`src/rtl/base_vlat_pipe.sv`:
```
// Valid/ready register pipeline with bubble collapse, synchronous flush and a registered occupancy count.
// Latency depth-1 cycles from accept to o_v when empty; i_r is combinational from o_r down the stage chain.
module base_vlat_pipe #(
   parameter int               width = 1,
   parameter int               depth = 2,
   parameter logic [0:width-1] rstv  = '0,
   parameter int               cw    = 5
) (
   input  logic             clk,
   input  logic             reset_n,
   input  logic             flush,
   input  logic             i_v,
   output logic             i_r,
   input  logic [0:width-1] i_d,
   output logic             o_v,
   input  logic             o_r,
   output logic [0:width-1] o_d,
   output logic [0:cw-1]    o_cnt
);

   localparam logic [0:cw-1] depth_c = cw'(depth);

   logic [depth-1:0] v;
   logic [depth-1:0] adv;
   logic [depth-1:0] ld;
   logic [0:width-1] d [depth];
   logic [0:cw-1]    cnt;
   logic             in_xfer;
   logic             out_xfer;

   // Walk from the output side: a stage may move when the one ahead is empty or moving itself.
   always_comb begin
      logic go;
      go  = o_r;
      adv = '0;
      for (int k = depth - 1; k >= 0; k--) begin
         adv[k] = v[k] & go;
         go     = ~v[k] | adv[k];
      end
   end

   assign i_r      = ~flush & (~v[0] | adv[0]);
   assign in_xfer  = i_v & i_r;
   assign out_xfer = v[depth-1] & o_r & ~flush;

   always_comb begin
      ld    = '0;
      ld[0] = in_xfer;
      for (int k = 1; k < depth; k++) begin
         ld[k] = adv[k-1] & ~flush;
      end
   end

   always_ff @(posedge clk or negedge reset_n) begin
      if (!reset_n) begin
         v <= '0;
      end else if (flush) begin
         v <= '0;
      end else begin
         v <= ld | (v & ~adv);
      end
   end

   // Data registers only move on a load, so o_d holds its last word when a stage empties.
   always_ff @(posedge clk or negedge reset_n) begin
      if (!reset_n) begin
         for (int k = 0; k < depth; k++) begin
            d[k] <= rstv;
         end
      end else begin
         if (ld[0]) begin
            d[0] <= i_d;
         end
         for (int k = 1; k < depth; k++) begin
            if (ld[k]) begin
               d[k] <= d[k-1];
            end
         end
      end
   end

   always_ff @(posedge clk or negedge reset_n) begin
      if (!reset_n) begin
         cnt <= '0;
      end else if (flush) begin
         cnt <= '0;
      end else if (in_xfer && !out_xfer) begin
         cnt <= cnt + cw'(1);
      end else if (out_xfer && !in_xfer) begin
         cnt <= cnt - cw'(1);
      end
   end

   assign o_v   = v[depth-1];
   assign o_d   = d[depth-1];
   assign o_cnt = cnt;

   a_cnt_max : assert property (@(posedge clk) disable iff (!reset_n) cnt <= depth_c);
   a_no_over : assert property (@(posedge clk) disable iff (!reset_n)
                                !(cnt == depth_c && in_xfer && !out_xfer));
   a_no_under : assert property (@(posedge clk) disable iff (!reset_n)
                                 !(cnt == '0 && out_xfer && !in_xfer));
   a_cnt_match : assert property (@(posedge clk) disable iff (!reset_n)
                                  int'(cnt) == $countones(v));

endmodule
```
`config.mk`:
```
export PLATFORM = sky130hd
export DESIGN_NAME = base_vlat_pipe
export DESIGN_NICKNAME = d
export VERILOG_FILES = /design/src/rtl/base_vlat_pipe.sv
export SDC_FILE = /design/constraint.sdc
export NUM_CORES = 1
export LEC_CHECK = 0
export ABC_AREA = 1
export BUFFER_PORTS_ARGS = -buffer_cell sky130_fd_sc_hd__buf_4
export CAP_MARGIN = 20
export CORE_MARGIN = 5
export CORE_UTILIZATION = 35
export DETAILED_ROUTE_END_ITERATION = 6
export PLACE_DENSITY_LB_ADDON = 0.15
export SLEW_MARGIN = 10
export SYNTH_ARGS = -nofsm -noshare
export SYNTH_HDL_FRONTEND = slang
export SYNTH_SLANG_ARGS = --single-unit
```
`constraint.sdc`:
```
create_clock -name clk -period 5.2 [get_ports clk]
set_input_delay 0 -clock clk [delete_from_list [all_inputs] [get_ports clk]]
set_output_delay 0 -clock clk [all_outputs]
set_load 0.02 [all_outputs]
```
==> results by group <==
Global route
  – Overall Global Routing Usage: 10.4%
  – First-pass GRT wire length: 2100 um
  – Congestion Overflow GR: 0
  – Vias in the first global route: 491
  – Initial antenna violation count: 0
  – Pin count of the biggest net entering global routing: 10

Drt
  – DR WL met2: between 500 and 600 um
  – Wire length per cell: 10.8 um
  – Antenna viol nets, final: 0
  – Remaining DRCs: 0
  – Routed wl met3: 43 um
  – WL met1: 526 um
  – Final WL: roughly 1100 um
  – Initial DRC Count: 2
  – Router iterations before antenna repair: 2
  – Uppermost layer routed: met4
  – Via-to-Cell Ratio: 4.53
  – Via count: 471

Die
  – Die Wd: 50.8 um
  – Core Area: 0.00154 mm^2
  – Initial Utilization: 37.7%
  – Ports: 14
  – Number of cell rows: 14
  – Die ar.: 0.00258 mm^2
  – Die Y: 50.8 um

Yosys
  – Post-synth cell types: 19
  – Post-synth design cell area: 582 um^2
  – Net Count, Synth: 80
  – Part of the Yosys area used for sequential elements: 38.7%
  – Avg Cell Area, Syn: 8.43 um^2
  – Total number of yosys warnings: 0
  – Cells after Synth: 69
  – Seq cells post-synth: 9

STA
  – Unrepaired setup endpoints after global routing: false
  – Final Skew: between 0.002 and 0.0025 ns
  – Fin. max-slew vios: 0
  – Actual slew at the worst max-slew pin: 0.246 ns
  – Final Hold Viols: 0
  – Final setup vio count: 0
  – Fmax: 546 MHz
  – Tcrit/Tclk final: about a third
  – Relative slew margins: 83.6%
  – Setup_tns: 0 ns
  – Fin crit period: 1.83 ns

Final layout
  – Multi-input logic area: 323 um^2
  – Fill count: 156
  – Sequential Area: 225 um^2
  – Area growth syn-to-layout: 28.2%
  – N_diodes: 0
  – Final design instance area without fill: ~750 um^2
  – Layout cell share with drive strength beyond 1: 27.3%
  – Nets: 100

Hold path
  – Worst Hold Path EP: d[1]$_DFFE_PN0P_
  – Hold depth: 3
  – Hold Crit Class: in2reg
  – Hold Crit Start: i_d

Critical path
  – CP Launch Type: register
  – Reg-to-reg slack, setup: 3.37 ns
  – Slowest stage cell on the critical path: fa_1
  – Worst-path cell chain: nand3_2 > nand4_4 > fa_1 > nand3_1 > nand3_1 > nand2_1 > nand2_1 > nand2_1 > nand2_1 > nand2_1 > nand2_1
  – Cell repeated most along the worst path: nand2_1
  – Worst reg2reg path endpoint: o_cnt[0]$_DFFE_PN0P_
  – CP Class: reg2reg
  – Worst r2r path cells: 11
  – Start point of the critical path: v[1]$_DFF_PN0_
  – Critical path endpoint category: register
  – Worst path max stage delay: between 0.4 and 0.5 ns
  – Crit path DAT: 1.98 ns
  – Peak fanout along the critical path: 9
  – Critical path data required time: 5.35 ns
  – RR Startpoint: v[1]$_DFF_PN0_

Pwr
  – Max rail drop VDD: 148 uV
  – P_leak: 0.409 nW
  – PD cells: 263 mW/mm^2

Clock network
  – Clock buffer depth: 2
  – Clock latency on the worst-skew pair: 0.26 ns
  – Post-CTS sizing: 0
  – Setup Fix Bufs, Post-CTS: 0
  – Clock tree sinks: 9
  – H-tree Lvls: 1
  – Root Driver: clkbuf_4
  – Post-CTS Hold Buffers: 2
  – Number of CTS-inserted buffers: 3
  – CTS tree: built
  – Clock transition at the registers of the reported paths: 0.06 ns

Place
  – DPL Wire Length: 882 um
  – PortBufs: 13
  – Final GP Congestion: 0.715
  – Dpl cell area: 699 um^2

Run status
  – Status: complete, no violations

Flow run
  – Max Cap Viol: 0
## cells in the mapped netlist
| master | n | area share, % |
|---|---|---|
| nand2_2 | 1 | 1.1 |
| ha_1 | 4 | 8.6 |
| nand3_2 | 1 | 1.7 |
| a21oi_2 | 1 | 1.5 |
| nand4_1 | 1 | 1.1 |
| nand4_4 | 1 | 3.7 |
| inv_1 | 8 | 5.2 |
| nor2_2 | 1 | 1.1 |
| nand2_4 | 1 | 1.9 |
| o21ai_0 | 1 | 0.86 |
| nand2_1 | 25 | 16 |
| nand3_1 | 5 | 4.3 |
| a21oi_1 | 4 | 3.4 |
| nand3_4 | 1 | 3.0 |
| xor2_1 | 2 | 3.0 |
| dfrtp_1 | 9 | 39 |
| fa_1 | 1 | 3.4 |
| nor2_1 | 1 | 0.64 |
| inv_2 | 1 | 0.64 |
## registers in the layout (all words and copies together) (netlist names)
signal,cells
o_d,1
d,1
v,2
o_cnt,5
## placed cells by master (no fill, tap or decap), types with 2 or more instances in the layout
cell | synthesis | final
a21oi_1 | 4 | 4
clkbuf_4 | 0 | 3
dfrtp_1 | 9 | 9
inv_1 | 8 | 8
nand2_1 | 25 | 25
buf_4 | 0 | 13
nand3_1 | 5 | 5
xor2_1 | 2 | 2
dlygate4sd3_1 | 0 | 2
ha_1 | 4 | 4
## power by group
part | internal, mW | total, mW | leakage (nW) | switching, mW
logic | 0.0260 | 0.0592 | 0.276 | 0.0332
registers | 0.0771 | 0.0835 | 0.118 | 0.00648
clock network | 0.0295 | 0.0534 | 0.0150 | 0.0238
total | 0.133 | 0.196 | 0.409 | 0.0635
## layout make-up
| cell class | count | share of cell area, % |
|---|---|---|
| multi-input cells | 51 | 43.3 |
| clock buffers | 4 | 3.52 |
| flip-flops and latches | 9 | 30.2 |
| inverters | 9 | 4.53 |
| repair buffers | 15 | 15.8 |
| well taps | 16 | 2.68 |
## worst max-delay path: cells and delay by family (launching register included)
family	cells	cell delay, ns
simple gates	10	0.86
fa+ha+maj	1	0.46
flops	1	0.41
## per-stage QoR
stage                     hold WS [ns]  setup slack, ns  util [%]  instances  total power [mW]
after floorplan                 -0.296             3.41         -         69             0.122
after global placement          -0.169             3.39      45.4         98             0.143
after detailed placement        -0.170             3.35      45.4         98             0.144
after CTS                      0.00875             3.33      48.4        104             0.200
after global routing            0.0349             3.16      48.4        104             0.211
final                          0.00745             3.37      48.4        104             0.196
## worst max-delay path by stage
stage | slack (ns) | cells after the start | endpoint
final | 3.37 | 11 | o_cnt[0]$_DFFE_PN0P_
after global routing | 3.16 | 11 | o_cnt[0]$_DFFE_PN0P_
after floorplan | 3.41 | 11 | o_cnt[0]$_DFFE_PN0P_
after CTS | 3.33 | 11 | o_cnt[0]$_DFFE_PN0P_
after global placement | 3.39 | 11 | o_cnt[0]$_DFFE_PN0P_
after detailed placement | 3.35 | 11 | o_cnt[0]$_DFFE_PN0P_
## metal layers
metal,vias to the layer above,GRT usage (%)
met5,-,0
met4,0,6.38
met3,2,2.37
met2,5,15.7
met1,206,13.2
li1,258,-
## cell families after synthesis
family / synth area share [%]
buf+inv: 5.81
simple gates: 34.6
fa+ha+maj: 12.0
compound gates: 5.81
xor+xnor: 3.01
flops: 38.7
Note: power is estimated with default switching activity, not from simulation.
